$ cat src/rtl/ieee80211_tx_ctrl.sv
// ieee80211_tx_ctrl: frame sequencer ahead of the 802.11 scrambler/encoder.
// Per frame: a config word, then one SIGNAL word (6 Mbps tag), then the
// upstream DATA words, then zero pad words up to a whole OFDM symbol.
//
// Handshakes (cfg, s_axis, m_axis): a transfer happens on a rising clock edge
// where valid && ready are both high. A valid source holds its payload stable
// until that edge. m_axis holds tdata/tuser/tlast stable while tvalid && !tready.
module ieee80211_tx_ctrl #(
  parameter int WIDTH = 24
) (
  input  logic             aclk,
  input  logic             areset,
  input  logic [31:0]      cfg_tdata,
  input  logic             cfg_tvalid,
  output logic             cfg_tready,
  input  logic [WIDTH-1:0] s_axis_tdata,
  input  logic             s_axis_tvalid,
  output logic             s_axis_tready,
  input  logic             s_axis_tlast,
  output logic [WIDTH-1:0] m_axis_tdata,
  output logic             m_axis_tvalid,
  input  logic             m_axis_tready,
  output logic             m_axis_tlast,
  output logic [3:0]       m_axis_tuser,
  output logic             busy,
  output logic             err,
  output logic             done
);

  typedef enum logic [2:0] {
    S_IDLE   = 3'd0,
    S_SIGNAL = 3'd1,
    S_DATA   = 3'd2,
    S_PAD    = 3'd3,
    S_LAST   = 3'd4
  } state_t;

  localparam logic [3:0] RATE_6M = 4'b1101;

  state_t           r_state;
  logic [3:0]       r_rate;
  logic [11:0]      r_len;
  logic [15:0]      r_nwords;
  logic [15:0]      r_count;
  logic [7:0]       r_acc;
  logic [7:0]       r_ndbps;
  logic [WIDTH-1:0] r_tdata;
  logic [3:0]       r_tuser;
  logic             r_tlast;
  logic             r_tvalid;
  logic             r_err;
  logic             r_done;

  // Data bits per OFDM symbol for each rate code; 0 marks an invalid code.
  function automatic logic [7:0] rate_to_ndbps(input logic [3:0] rate);
    case (rate)
      4'b1101: rate_to_ndbps = 8'd24;
      4'b1111: rate_to_ndbps = 8'd36;
      4'b0101: rate_to_ndbps = 8'd48;
      4'b0111: rate_to_ndbps = 8'd72;
      4'b1001: rate_to_ndbps = 8'd96;
      4'b1011: rate_to_ndbps = 8'd144;
      4'b0001: rate_to_ndbps = 8'd192;
      4'b0011: rate_to_ndbps = 8'd216;
      default: rate_to_ndbps = 8'd0;
    endcase
  endfunction

  logic [7:0]       w_cfg_ndbps;
  logic             w_load;
  logic             w_s_hs;
  logic [8:0]       w_acc_sum;
  logic [8:0]       w_acc_diff;
  logic [7:0]       w_acc_next;
  logic [15:0]      w_count_next;
  logic             w_hit_n;
  logic             w_is_last;
  logic             w_data_err;
  logic [16:0]      w_sig_body;
  logic [WIDTH-1:0] w_sig;

  assign w_cfg_ndbps = rate_to_ndbps(cfg_tdata[3:0]);

  // Output register may take a new word when empty or being drained this edge.
  assign w_load = !r_tvalid || m_axis_tready;
  assign w_s_hs = s_axis_tvalid && s_axis_tready;

  // acc < N_DBPS and N_DBPS >= WIDTH, so one conditional subtract is the modulo.
  assign w_acc_sum  = {1'b0, r_acc} + 9'(WIDTH);
  assign w_acc_diff = w_acc_sum - {1'b0, r_ndbps};
  assign w_acc_next = (w_acc_sum >= {1'b0, r_ndbps}) ? w_acc_diff[7:0] : w_acc_sum[7:0];

  assign w_count_next = r_count + 16'd1;
  assign w_hit_n      = (w_count_next == r_nwords);
  assign w_is_last    = w_hit_n || s_axis_tlast;
  // Upstream framing disagreement: tlast early, or missing on the n_words-th word.
  assign w_data_err   = (s_axis_tlast && !w_hit_n) || (w_hit_n && !s_axis_tlast);

  // SIGNAL field: R1..R4 in bits 3:0 (rate[3] is R1), reserved bit 4, LENGTH, parity.
  assign w_sig_body = {r_len, 1'b0, r_rate[0], r_rate[1], r_rate[2], r_rate[3]};
  assign w_sig      = {{(WIDTH-18){1'b0}}, ^w_sig_body, w_sig_body};

  // Frame sequencer FSM together with the single-entry output register.
  always_ff @(posedge aclk or posedge areset) begin
    if (areset) begin
      r_state  <= S_IDLE;
      r_rate   <= '0;
      r_len    <= '0;
      r_nwords <= '0;
      r_count  <= '0;
      r_acc    <= '0;
      r_ndbps  <= '0;
      r_tdata  <= '0;
      r_tuser  <= '0;
      r_tlast  <= 1'b0;
      r_tvalid <= 1'b0;
      r_err    <= 1'b0;
      r_done   <= 1'b0;
    end else begin
      r_err  <= 1'b0;
      r_done <= 1'b0;
      if (r_tvalid && m_axis_tready) r_tvalid <= 1'b0;
      case (r_state)
        S_IDLE: begin
          if (cfg_tvalid) begin
            r_rate   <= cfg_tdata[3:0];
            r_len    <= cfg_tdata[15:4];
            r_nwords <= cfg_tdata[31:16];
            r_ndbps  <= w_cfg_ndbps;
            r_count  <= '0;
            r_acc    <= '0;
            if (w_cfg_ndbps == 8'd0 || cfg_tdata[31:16] == 16'd0) r_err <= 1'b1;
            else                                                  r_state <= S_SIGNAL;
          end
        end
        S_SIGNAL: begin
          if (w_load) begin
            r_tdata  <= w_sig;
            r_tuser  <= RATE_6M;
            r_tlast  <= 1'b1;
            r_tvalid <= 1'b1;
            r_state  <= S_DATA;
          end
        end
        S_DATA: begin
          if (w_s_hs) begin
            r_tdata  <= s_axis_tdata;
            r_tuser  <= r_rate;
            r_tvalid <= 1'b1;
            r_tlast  <= 1'b0;
            r_count  <= w_count_next;
            r_acc    <= w_acc_next;
            if (w_is_last) begin
              r_err <= w_data_err;
              if (w_acc_next == 8'd0) begin
                r_tlast <= 1'b1;
                r_state <= S_LAST;
              end else begin
                r_state <= S_PAD;
              end
            end
          end
        end
        S_PAD: begin
          if (w_load) begin
            r_tdata  <= '0;
            r_tuser  <= r_rate;
            r_tvalid <= 1'b1;
            r_acc    <= w_acc_next;
            r_tlast  <= (w_acc_next == 8'd0);
            if (w_acc_next == 8'd0) r_state <= S_LAST;
          end
        end
        S_LAST: begin
          if (r_tvalid && m_axis_tready) begin
            r_done  <= 1'b1;
            r_state <= S_IDLE;
          end
        end
        default: r_state <= S_IDLE;
      endcase
    end
  end

  assign cfg_tready    = (r_state == S_IDLE);
  assign busy          = (r_state != S_IDLE);
  assign s_axis_tready = (r_state == S_DATA) && w_load;
  assign m_axis_tdata  = r_tdata;
  assign m_axis_tvalid = r_tvalid;
  assign m_axis_tlast  = r_tlast;
  assign m_axis_tuser  = r_tuser;
  assign err           = r_err;
  assign done          = r_done;

endmodule

$ cat config.mk
export PLATFORM = sky130hd
export DESIGN_NAME = ieee80211_tx_ctrl
export DESIGN_NICKNAME = d
export VERILOG_FILES = /design/src/rtl/ieee80211_tx_ctrl.sv
export SDC_FILE = /design/constraint.sdc
export NUM_CORES = 1
export LEC_CHECK = 0
export BUFFER_PORTS_ARGS = -buffer_cell sky130_fd_sc_hd__buf_4
export CAP_MARGIN = 20
export CELL_PAD_IN_SITES_DETAIL_PLACEMENT = 0
export CELL_PAD_IN_SITES_GLOBAL_PLACEMENT = 2
export CORE_MARGIN = 2
export CORE_UTILIZATION = 37
export DETAILED_ROUTE_END_ITERATION = 10
export GPL_TIMING_DRIVEN = 0
export PLACE_DENSITY = 0.93
export SLEW_MARGIN = 20
export SYNTH_ARGS = -nofsm -noshare
export SYNTH_HDL_FRONTEND = slang
export SYNTH_SLANG_ARGS = --single-unit
$ cat constraint.sdc
create_clock -name aclk -period 6.19 [get_ports aclk]
set_input_delay 1.238 -clock aclk [delete_from_list [all_inputs] [get_ports aclk]]
set_output_delay 1.238 -clock aclk [all_outputs]
set_load 0.02 [all_outputs]
==> impl_metrics.yaml, run 1 <==
outcome:
  status: "finished, final reports clean"
layout:
  finalNetCount: 721
  layout-drive-gt1-share: 0.2554
  final_non_filler_cell_total: 834
  layout_common_cells: "97 x sky130_fd_sc_hd__buf_4, 95 x sky130_fd_sc_hd__dfrtp_1, 64 x sky130_fd_sc_hd__nand2_1"
  final_design_area_no_fill_um2: 6514
  post-route-util: 0.4711
  antennaDiodeCount: 0
  most_common_cell_after_layout_fill_and_taps_aside: "sky130_fd_sc_hd__buf_4"
  area_delta_synth_final_pct: 24.69
detailed_routing:
  m1WireLength_mm: 5.967
  detail-route-antenna-nets: 0
  route.detailed.drc: 0
  detail_route.iter0.violations: 333
  detail_route.first_pass.iterations: 5
  drt-vias-per-instance: 5.224
  totalWireLength_mm: 13.62
  routed-wl-met2_mm: 6.635
  via_count: 4357
  wl_met3_um: 761
  route.top_layer_used: "met4"
  drt-wirelength-per-cell_um: 16.33
sta:
  setup-tns-final_ps: 0
  report.final.slew_viol_count: 0
  slew-limit-headroom: 0.5528
  final_hold_vio_count: 0
  grt_setup_unrepaired: "false"
  fmax_mhz: 273.8
  report.final.setup_viol: 0
  tightestPinTransition_ps: 670.8
  finClkSkew_ps: 9.538
  final.min_clock_period_ps: 3652
  min_period_over_period: 0.5900
floorplan:
  fp-row-count: 43
  boundary_pin_count: 97
  dieWidth_um: 122.8
  die_height_um: 122.8
  start_util: 0.3778
  fp.dieArea_um2: 15080
  core_region_area_um2: 13830
critical_path:
  cp.required_ps: 6450
  timing.critical_path.fanout_max: 7
  cp_data_arrival_time_ps: 3920
  worst_setup_path_start_kind: "register"
  timing.critical_path.to_type: "register"
  timing_worst_setup_path_type: "register to register"
cts:
  clk_pin_slew_ps: 70
  cts.hold.buffers_added: 0
  tritoncts_clock_tree: "yes"
  number_of_cts_inserted_buffers: 9
  cts_repair_resized_insts: 0
  clock_sink_count: 95
  cts.repair_timing.setup_buffer_count: 0
  clock_tree.buffer_depth: 2
  count_of_h_tree_levels_built_during_cts: 3
  cts_root_buffer: "sky130_fd_sc_hd__clkbuf_16"
  clock_insertion_delay_worst_skew_ps: 350
global_route:
  pin_count_of_the_biggest_net_entering_global_routing: 73
  grt-ovfl-total: 0
  grtUsageTotal: 0.1919
  grt_pass1_vias: 4350
  global_route_wire_length_before_repair_mm: 22.22
  initial_antenna_violation_count: 0
yosys:
  synth.lib_cells_used.distinct: 61
  asyncSetResetFlopFracSynth: 1.000
  mappedNetlistArea_um2: 5224
  synth-seq-area-share: 0.4551
  synth.net_count: 613
  yosys_warnings: 0
  top_flip_flop_cell_by_instance_count_after_synthesis: "sky130_fd_sc_hd__dfrtp_1"
  synth_seq_cells: 95
  synthCells: 541
  synthesis.area_per_instance_um2: 9.656
  synth-edff-count: 0
placed_design:
  dp_cells: 818
  post-dp-hpwl_mm: 10.35
  gp_routability_congestion: 0.8601
  port-buffer-count: 96
  dpl_cell_area_um2: 6202
power:
  static-leakage-power_nw: 2.960
  peakVddDrop_uv: 234.3
  power_density_nw_per_um2: 546.1
  totalPowerFinal_w: 0.003557
flow_run:
  maxCapViolations: 0
min_path:
  hold_path_class: "register to register"
[flip-flops by register name (all words and copies together), names as in the netlist, 3 cells and up]
name and count:
r_count 16, r_acc 6, r_ndbps 6, r_nwords 16
r_rate 4, r_state 3, m_axis_tuser 4, r_len 12
m_axis_tdata 24
[worst max-delay path, cell delays in order, from the launching register on]
cell                       delay (ps)
sky130_fd_sc_hd__dfrtp_1          500
sky130_fd_sc_hd__nand3_2          240
sky130_fd_sc_hd__nor4_1           550
sky130_fd_sc_hd__nand3_1          240
sky130_fd_sc_hd__xnor2_1          200
sky130_fd_sc_hd__nor4_2           320
sky130_fd_sc_hd__nand4_1          220
sky130_fd_sc_hd__ha_1             280
sky130_fd_sc_hd__o41ai_1          380
sky130_fd_sc_hd__a21oi_1          140
sky130_fd_sc_hd__nor2_1           260
sky130_fd_sc_hd__nand2_1           90
sky130_fd_sc_hd__o221ai_1         160
[area by class of cell]
type / count / area, um2
plain buffers: 29 / 127.6
repair buffers: 97 / 748.2
fillers: 1302 / 7313
clock buffers: 10 / 239.0
well taps: 180 / 225.2
clock inverters: 6 / 72.57
flip-flops and latches: 95 / 2377
inverters: 26 / 102.6
multi-input cells: 391 / 2621
[logic make-up after synthesis]
logic type	synth area share
compound gates	0.1581
buf+inv	0.04311
flops	0.4551
xor+xnor	0.07042
fa+ha+maj	0.02539
mux	0.07305
simple gates	0.1749
[final timing paths]
| path | startpoint | endpoint | slack (ps) | cells past startpoint |
|---|---|---|---|---|
| worst min register to register | m_axis_tuser[2]$_DFFE_PP0P_ | m_axis_tuser[2]$_DFFE_PP0P_ | 480 | 2 |
| worst max-delay path | r_count[2]$_DFFE_PP0P_ | r_state[0]$_DFFE_PP0P_ | 2540 | 12 |
| worst max register to register | r_count[2]$_DFFE_PP0P_ | r_state[0]$_DFFE_PP0P_ | 2540 | 12 |
| worst min-delay path | m_axis_tuser[2]$_DFFE_PP0P_ | m_axis_tuser[2]$_DFFE_PP0P_ | 480 | 2 |
| min in group asynchronous | areset | m_axis_tdata[4]$_DFFE_PP0P_ | 830 | 2 |
| max in group asynchronous | areset | r_count[12]$_DFFE_PP0P_ | 4730 | 3 |
[per-layer routing]
| layer | vias to the layer above | track usage |
|---|---|---|
| met5 | - | 0 |
| met4 | 0 | 0.05460 |
| met3 | 17 | 0.05297 |
| met2 | 107 | 0.3184 |
| met1 | 2100 | 0.2448 |
| li1 | 2133 | - |
[synthesized netlist by cell type (6+ instances only)]
library cell | instances | area (um2)
sky130_fd_sc_hd__nor4_1 | 7 | 43.79
sky130_fd_sc_hd__o21ai_0 | 53 | 265.3
sky130_fd_sc_hd__nor3b_1 | 14 | 105.1
sky130_fd_sc_hd__mux2_2 | 33 | 371.6
sky130_fd_sc_hd__dfrtp_1 | 95 | 2377
sky130_fd_sc_hd__nor3_1 | 6 | 30.03
sky130_fd_sc_hd__xor2_1 | 12 | 105.1
sky130_fd_sc_hd__a21oi_1 | 30 | 150.1
sky130_fd_sc_hd__nand2_1 | 64 | 240.2
sky130_fd_sc_hd__clkbuf_1 | 21 | 78.83
sky130_fd_sc_hd__a22o_1 | 8 | 70.07
sky130_fd_sc_hd__o31ai_1 | 8 | 60.06
sky130_fd_sc_hd__nor2_1 | 26 | 97.59
sky130_fd_sc_hd__nand2b_1 | 8 | 50.05
sky130_fd_sc_hd__nand4_1 | 6 | 37.54
sky130_fd_sc_hd__ha_1 | 9 | 112.6
sky130_fd_sc_hd__inv_1 | 26 | 97.59
sky130_fd_sc_hd__nand3_1 | 15 | 75.07
sky130_fd_sc_hd__xnor2_1 | 30 | 262.8
[power breakdown]
part | leakage, nW | switching, W | total [W] | internal, W
clock | 0.156 | 0.000257 | 0.000588 | 0.000331
combinational | 1.54 | 0.00107 | 0.00191 | 0.000846
sequential | 1.27 | 0.000195 | 0.00106 | 0.000862
[metrics by stage]
stage	setup slack [ps]	hold slack, ps
floorplan	2475	443.2
global placement	1253	453.3
detailed placement	2595	460.9
CTS	2582	482.5
global route	2258	513.6
finish	2538	479.6
No activity file was read; power rests on OpenSTA's default activity.
==> run 2: changes to the inputs <==
- CORE_UTILIZATION: 37 -> 31
- PLACE_DENSITY: 0.93 -> 0.84
- clock period: 6.19 -> 2.99 ns (I/O delays scaled with it)
==> impl_metrics.yaml, run 2 (synthesis results as in run 1) <==
global_route:
  global_route_wire_length_before_repair_mm: 24.35
  grtUsageTotal: 0.1715
  initial_antenna_violation_count: 0
  grt_pass1_vias: 4583
  grt-ovfl-total: 0
  pin_count_of_the_biggest_net_entering_global_routing: 31
sta:
  min_period_over_period: 0.9979
  tightestPinTransition_ps: 705.8
  grt_setup_unrepaired: "true"
  fmax_mhz: 335.1
  report.final.setup_viol: 0
  finClkSkew_ps: 8.803
  finalWorstSetupSlack_ps: 6.202
  final.min_clock_period_ps: 2984
  setup-tns-final_ps: 0
  report.final.slew_viol_count: 0
  slew-limit-headroom: 0.5295
  final_hold_vio_count: 0
detailed_routing:
  detail_route.first_pass.iterations: 5
  detail_route.iter0.violations: 314
  drt-vias-per-instance: 4.977
  totalWireLength_mm: 14.96
  via_count: 4464
  route.detailed.drc: 0
  detail-route-antenna-nets: 0
  drt-wirelength-per-cell_um: 16.68
flow_run:
  maxCapViolations: 0
floorplan:
  core_region_area_um2: 16520
  fp-row-count: 47
  fp.dieArea_um2: 17910
  dieWidth_um: 133.8
  start_util: 0.3161
  die_height_um: 133.8
  boundary_pin_count: 97
placed_design:
  post-dp-hpwl_mm: 10.95
  gp_routability_congestion: 0.8096
  port-buffer-count: 96
  pre_cts_slack_ps: -591.5
power:
  switching_share: 0.4353
  power_frac_clock: 0.144
  netSwitchingPower_w: 0.003284
  static-leakage-power_nw: 3.089
  seqPwrFrac: 0.293
  intPower_w: 0.004261
  power_density_nw_per_um2: 1096
  peakVddDrop_uv: 448.6
  power.combinational.fraction: 0.563
critical_path:
  crit-reg2reg-capture: "r_state[0]$_DFFE_PP0P_"
  timing_worst_setup_path_type: "register to register"
  reg2reg_path_depth: 14
  r2r_start: "r_count[0]$_DFFE_PP0P_"
  cp.required_ps: 3270
  cp_data_arrival_time_ps: 3260
  timing.critical_path.to_type: "register"
  timing.critical_path.fanout_max: 4
  worst_setup_path_start_kind: "register"
  rrSetupSlack_ps: 6
cts:
  clock_insertion_delay_worst_skew_ps: 360
  number_of_cts_inserted_buffers: 9
  count_of_h_tree_levels_built_during_cts: 3
  clock_sink_count: 95
  clock_tree.buffer_depth: 2
  clk_pin_slew_ps: 70
  cts.hold.buffers_added: 0
  cts_root_buffer: "sky130_fd_sc_hd__clkbuf_16"
  tritoncts_clock_tree: "yes"
outcome:
  status: "finished, final reports clean"
min_path:
  hold_path_class: "input pin to async pin"
layout:
  area_delta_synth_final_pct: 31.78
  largest_register_ff_count: 24
  most_common_cell_after_layout_fill_and_taps_aside: "sky130_fd_sc_hd__buf_4"
  layout_common_cells: "116 x sky130_fd_sc_hd__buf_4, 88 x sky130_fd_sc_hd__dfrtp_1, 63 x sky130_fd_sc_hd__nand2_1"
  finalNetCount: 744
  layout-drive-gt1-share: 0.3161
  antennaDiodeCount: 0
run 2: cell types whose count changed in the layout (fill, tap and decap cells not counted), sizes merged:
cell      before  now
buf          104  127
clkinvlp       0    4
inv           30   26
bufinv         1    0
clkinv         1    2
run 2: worst max-delay path by stage:
stage / from / to / slack [ps]
global route: r_count[0]$_DFFE_PP0P_ / r_state[0]$_DFFE_PP0P_ / -140
detailed placement: r_count[2]$_DFFE_PP0P_ / r_state[0]$_DFFE_PP0P_ / -590
CTS: r_count[1]$_DFFE_PP0P_ / r_state[0]$_DFFE_PP0P_ / -30
global placement: r_count[2]$_DFFE_PP0P_ / r_state[0]$_DFFE_PP0P_ / -600
finish: r_count[0]$_DFFE_PP0P_ / r_state[0]$_DFFE_PP0P_ / 6
floorplan: r_count[2]$_DFFE_PP0P_ / r_state[0]$_DFFE_PP0P_ / 40
run 2: what timing repair did:
action / 4_1_cts / 5_1_grt
setup buffers: 18 / 4
setup endpoints to repair: 7 / 6
pin swaps: 15 / 17
cloned: 0 / 0
resized for setup: 25 / 12
run 2: metrics by stage:
step / cell area (um2) / util / hold slack, ps / cells / power (W)
global route: 6884 / 0.4166 / 253.3 / 897 / 0.008169
floorplan: 5230 / - / 443.2 / 541 / 0.005061
global placement: 6226 / 0.3768 / 452.8 / 857 / 0.006138
finish: 6884 / 0.4166 / 234.7 / 897 / 0.007545
CTS: 6789 / 0.4108 / 239.6 / 894 / 0.007449
detailed placement: 6286 / 0.3804 / 461.0 / 860 / 0.006228
run 2: layout make-up:
type	instances	area [um2]
inverters	26	101.3
plain buffers	28	126.4
well taps	220	275.3
repair buffers	121	953.4
clock buffers	10	229.0
fillers	1625	9641
multi-input cells	391	2768
clock inverters	6	45.04
flip-flops and latches	95	2386
run 2: routing by layer:
metal / GRT usage / routed length, um / vias up
met3: 0.04006 / 836 / 17
met5: 0 / 0 / -
met2: 0.2661 / 6823 / 104
met1: 0.2355 / 7038 / 2167
li1: - / - / 2176
met4: 0.05969 / 261 / 0
run 2: power groups by stage:
stage          sequential (W)  combinational (W)  clock (W)
6_report              0.00221            0.00425    0.00109
3_5_place_dp          0.00222            0.00401          0
4_1_cts               0.00220            0.00413    0.00112
3_3_place_gp          0.00220            0.00393          0
5_1_grt               0.00228            0.00472    0.00117
2_1_floorplan         0.00230            0.00276          0
run 2: critical path, stage by stage (launching register included):
cell                        delay, ps
sky130_fd_sc_hd__dfrtp_2          390
sky130_fd_sc_hd__ha_4             170
sky130_fd_sc_hd__buf_6            110
sky130_fd_sc_hd__nand2_4           50
sky130_fd_sc_hd__nor3b_2          190
sky130_fd_sc_hd__o2111ai_1        160
sky130_fd_sc_hd__a211o_1          330
sky130_fd_sc_hd__nor4_4           290
sky130_fd_sc_hd__nand4_1          180
sky130_fd_sc_hd__ha_2             240
sky130_fd_sc_hd__o41ai_4          230
sky130_fd_sc_hd__a21oi_2          110
sky130_fd_sc_hd__nor2_2           210
sky130_fd_sc_hd__nand2_1           90
sky130_fd_sc_hd__o221ai_2         160
==> run 3: changes to the inputs <==
- RECOVER_POWER: unset -> 50
- REMOVE_ABC_BUFFERS: unset -> 1
==> impl_metrics.yaml, run 3 (synthesis results as in run 1) <==
outcome:
  status: "finished with violations"
  failing_checks: "negative setup slack"
global_route:
  initial_antenna_violation_count: 0
  grtUsageTotal: 0.1603
  global_route_wire_length_before_repair_mm: 22.89
  grt-ovfl-total: 0
  pin_count_of_the_biggest_net_entering_global_routing: 79
  grt_pass1_vias: 4494
detailed_routing:
  via_count: 4442
  detail_route.iter0.violations: 186
  totalWireLength_mm: 14.07
  drt-vias-per-instance: 5.094
  route.detailed.drc: 0
  detail-route-antenna-nets: 0
  drt-wirelength-per-cell_um: 16.14
  detail_route.first_pass.iterations: 4
sta:
  min_period_over_period: 1.022
  report.final.setup_viol: 3
  finClkSkew_ps: 8.765
  slew-limit-headroom: 0.2567
  finalWorstSetupSlack_ps: -66.60
  final.min_clock_period_ps: 3057
  tightestPinTransition_ps: 1115
  report.final.slew_viol_count: 0
  final_hold_vio_count: 0
  fmax_mhz: 327.2
  grt_setup_unrepaired: "true"
layout:
  filler_cell_count: 1608
  antennaDiodeCount: 0
  area_delta_synth_final_pct: 30.18
  layout-drive-gt1-share: 0.3436
  final-seq-area_um2: 2392
  finalNetCount: 719
  most_common_cell_after_layout_fill_and_taps_aside: "sky130_fd_sc_hd__buf_4"
  multiInputGateArea_um2: 2759
  largest_register_ff_count: 24
  layout_common_cells: "117 x sky130_fd_sc_hd__buf_4, 83 x sky130_fd_sc_hd__dfrtp_1, 61 x sky130_fd_sc_hd__nand2_1"
cts:
  clock_tree.buffer_depth: 2
  clock_insertion_delay_worst_skew_ps: 350
  cts_root_buffer: "sky130_fd_sc_hd__clkbuf_16"
  number_of_cts_inserted_buffers: 9
  count_of_h_tree_levels_built_during_cts: 3
  tritoncts_clock_tree: "yes"
  clock_sink_count: 95
  cts.hold.buffers_added: 0
  clk_pin_slew_ps: 70
floorplan:
  boundary_pin_count: 97
  fp-row-count: 47
  fp.dieArea_um2: 17910
  dieWidth_um: 133.8
  start_util: 0.3161
  core_region_area_um2: 16520
  die_height_um: 133.8
critical_path:
  rrSetupSlack_ps: -70
  timing_worst_setup_path_type: "register to register"
  r2r_start: "r_count[12]$_DFFE_PP0P_"
  cp_data_arrival_time_ps: 3350
  worst_setup_path_start_kind: "register"
  crit-reg2reg-capture: "r_state[2]$_DFFE_PP0P_"
  timing.critical_path.fanout_max: 3
  reg2reg_path_depth: 13
  timing.critical_path.to_type: "register"
  cp.required_ps: 3280
placed_design:
  gp_routability_congestion: 0.8328
  port-buffer-count: 96
  pre_cts_slack_ps: -541.5
  post-dp-hpwl_mm: 9.554
min_path:
  hold_path_class: "input pin to async pin"
flow_run:
  maxCapViolations: 0
power:
  totalPowerFinal_w: 0.007553
  peakVddDrop_uv: 440.7
  static-leakage-power_nw: 3.067
  power_density_nw_per_um2: 1111
## run 3: cell count changes in the layout (fill, tap and decap cells not counted), moves of 3 or more
cell,before,now
sky130_fd_sc_hd__clkinvlp_4,4,1
sky130_fd_sc_hd__clkbuf_1,22,0
sky130_fd_sc_hd__dfrtp_1,88,83
sky130_fd_sc_hd__buf_2,3,0
sky130_fd_sc_hd__nand2_2,0,3
sky130_fd_sc_hd__dfrtp_2,7,12
## run 3: through the flow
stage / util / TNS (ps) / std cells / instance area [um2] / hold WS (ps)
final: 0.4115 / -149.6 / 872 / 6800 / 384.7
after global routing: 0.4115 / -539.1 / 872 / 6800 / 445.1
after CTS: 0.4069 / -2.982 / 867 / 6724 / 168.8
after detailed placement: 0.3750 / -1681 / 833 / 6197 / 459.7
after global placement: 0.3687 / -169950 / 828 / 6092 / 459.8
after floorplan: - / -8117 / 512 / 5096 / 443.2
## run 3: power breakdown
part / internal (W) / switching (W) / total (W)
sequential: 0.00179 / 0.000513 / 0.00230
clock: 0.000676 / 0.000526 / 0.00120
combinational: 0.00190 / 0.00215 / 0.00405
total: 0.00436 / 0.00319 / 0.00755
## run 3: routing by layer
layer  routed length (um)  vias to the layer above  GRT usage
li1                     -                     2125          -
met2                 6631                      111     0.2570
met1                 6466                     2186     0.2112
met4                  307                        0    0.05910
met5                    0                        -          0
met3                  666                       20    0.03855
## run 3: worst max path at each step
stage	start	end	slack, ps	depth (start not counted)
floorplan	areset	done$_DFF_PP0_	-90	1
global placement	areset	m_axis_tdata[10]$_DFFE_PP0P_	-1450	2
detailed placement	r_count[2]$_DFFE_PP0P_	r_state[0]$_DFFE_PP0P_	-540	12
CTS	r_count[0]$_DFFE_PP0P_	r_state[0]$_DFFE_PP0P_	-3	14
global route	r_count[12]$_DFFE_PP0P_	r_state[2]$_DFFE_PP0P_	-190	13
finish	r_count[12]$_DFFE_PP0P_	r_state[2]$_DFFE_PP0P_	-70	13
## run 3: timing repair
item / in CTS / in global routing
endpoints found under the setup margin: 7 / 6
gates resized for setup: 27 / 13
buffers inserted: 18 / 5
pin swaps: 15 / 6
## run 3: cell type report
cell class,instances,area share
clock buffer,10,0.03514
clock inverter,6,0.01012
inverter,26,0.01454
multi-input combinational,391,0.4057
sequential,95,0.3518
tap,220,0.04048
timing repair buffer,124,0.1422
## run 3: critical path, stage by stage, from the launching register on
cell and delay (ps):
sky130_fd_sc_hd__dfrtp_1 390, sky130_fd_sc_hd__nand4_1 170, sky130_fd_sc_hd__buf_4 190, sky130_fd_sc_hd__nor4_4 320
sky130_fd_sc_hd__nand3_2 150, sky130_fd_sc_hd__xnor2_1 170, sky130_fd_sc_hd__nor4_2 310, sky130_fd_sc_hd__nand4_1 180
sky130_fd_sc_hd__ha_2 240, sky130_fd_sc_hd__o41ai_2 300, sky130_fd_sc_hd__a21oi_2 100, sky130_fd_sc_hd__nor2_2 170
sky130_fd_sc_hd__buf_4 130, sky130_fd_sc_hd__a32o_1 160
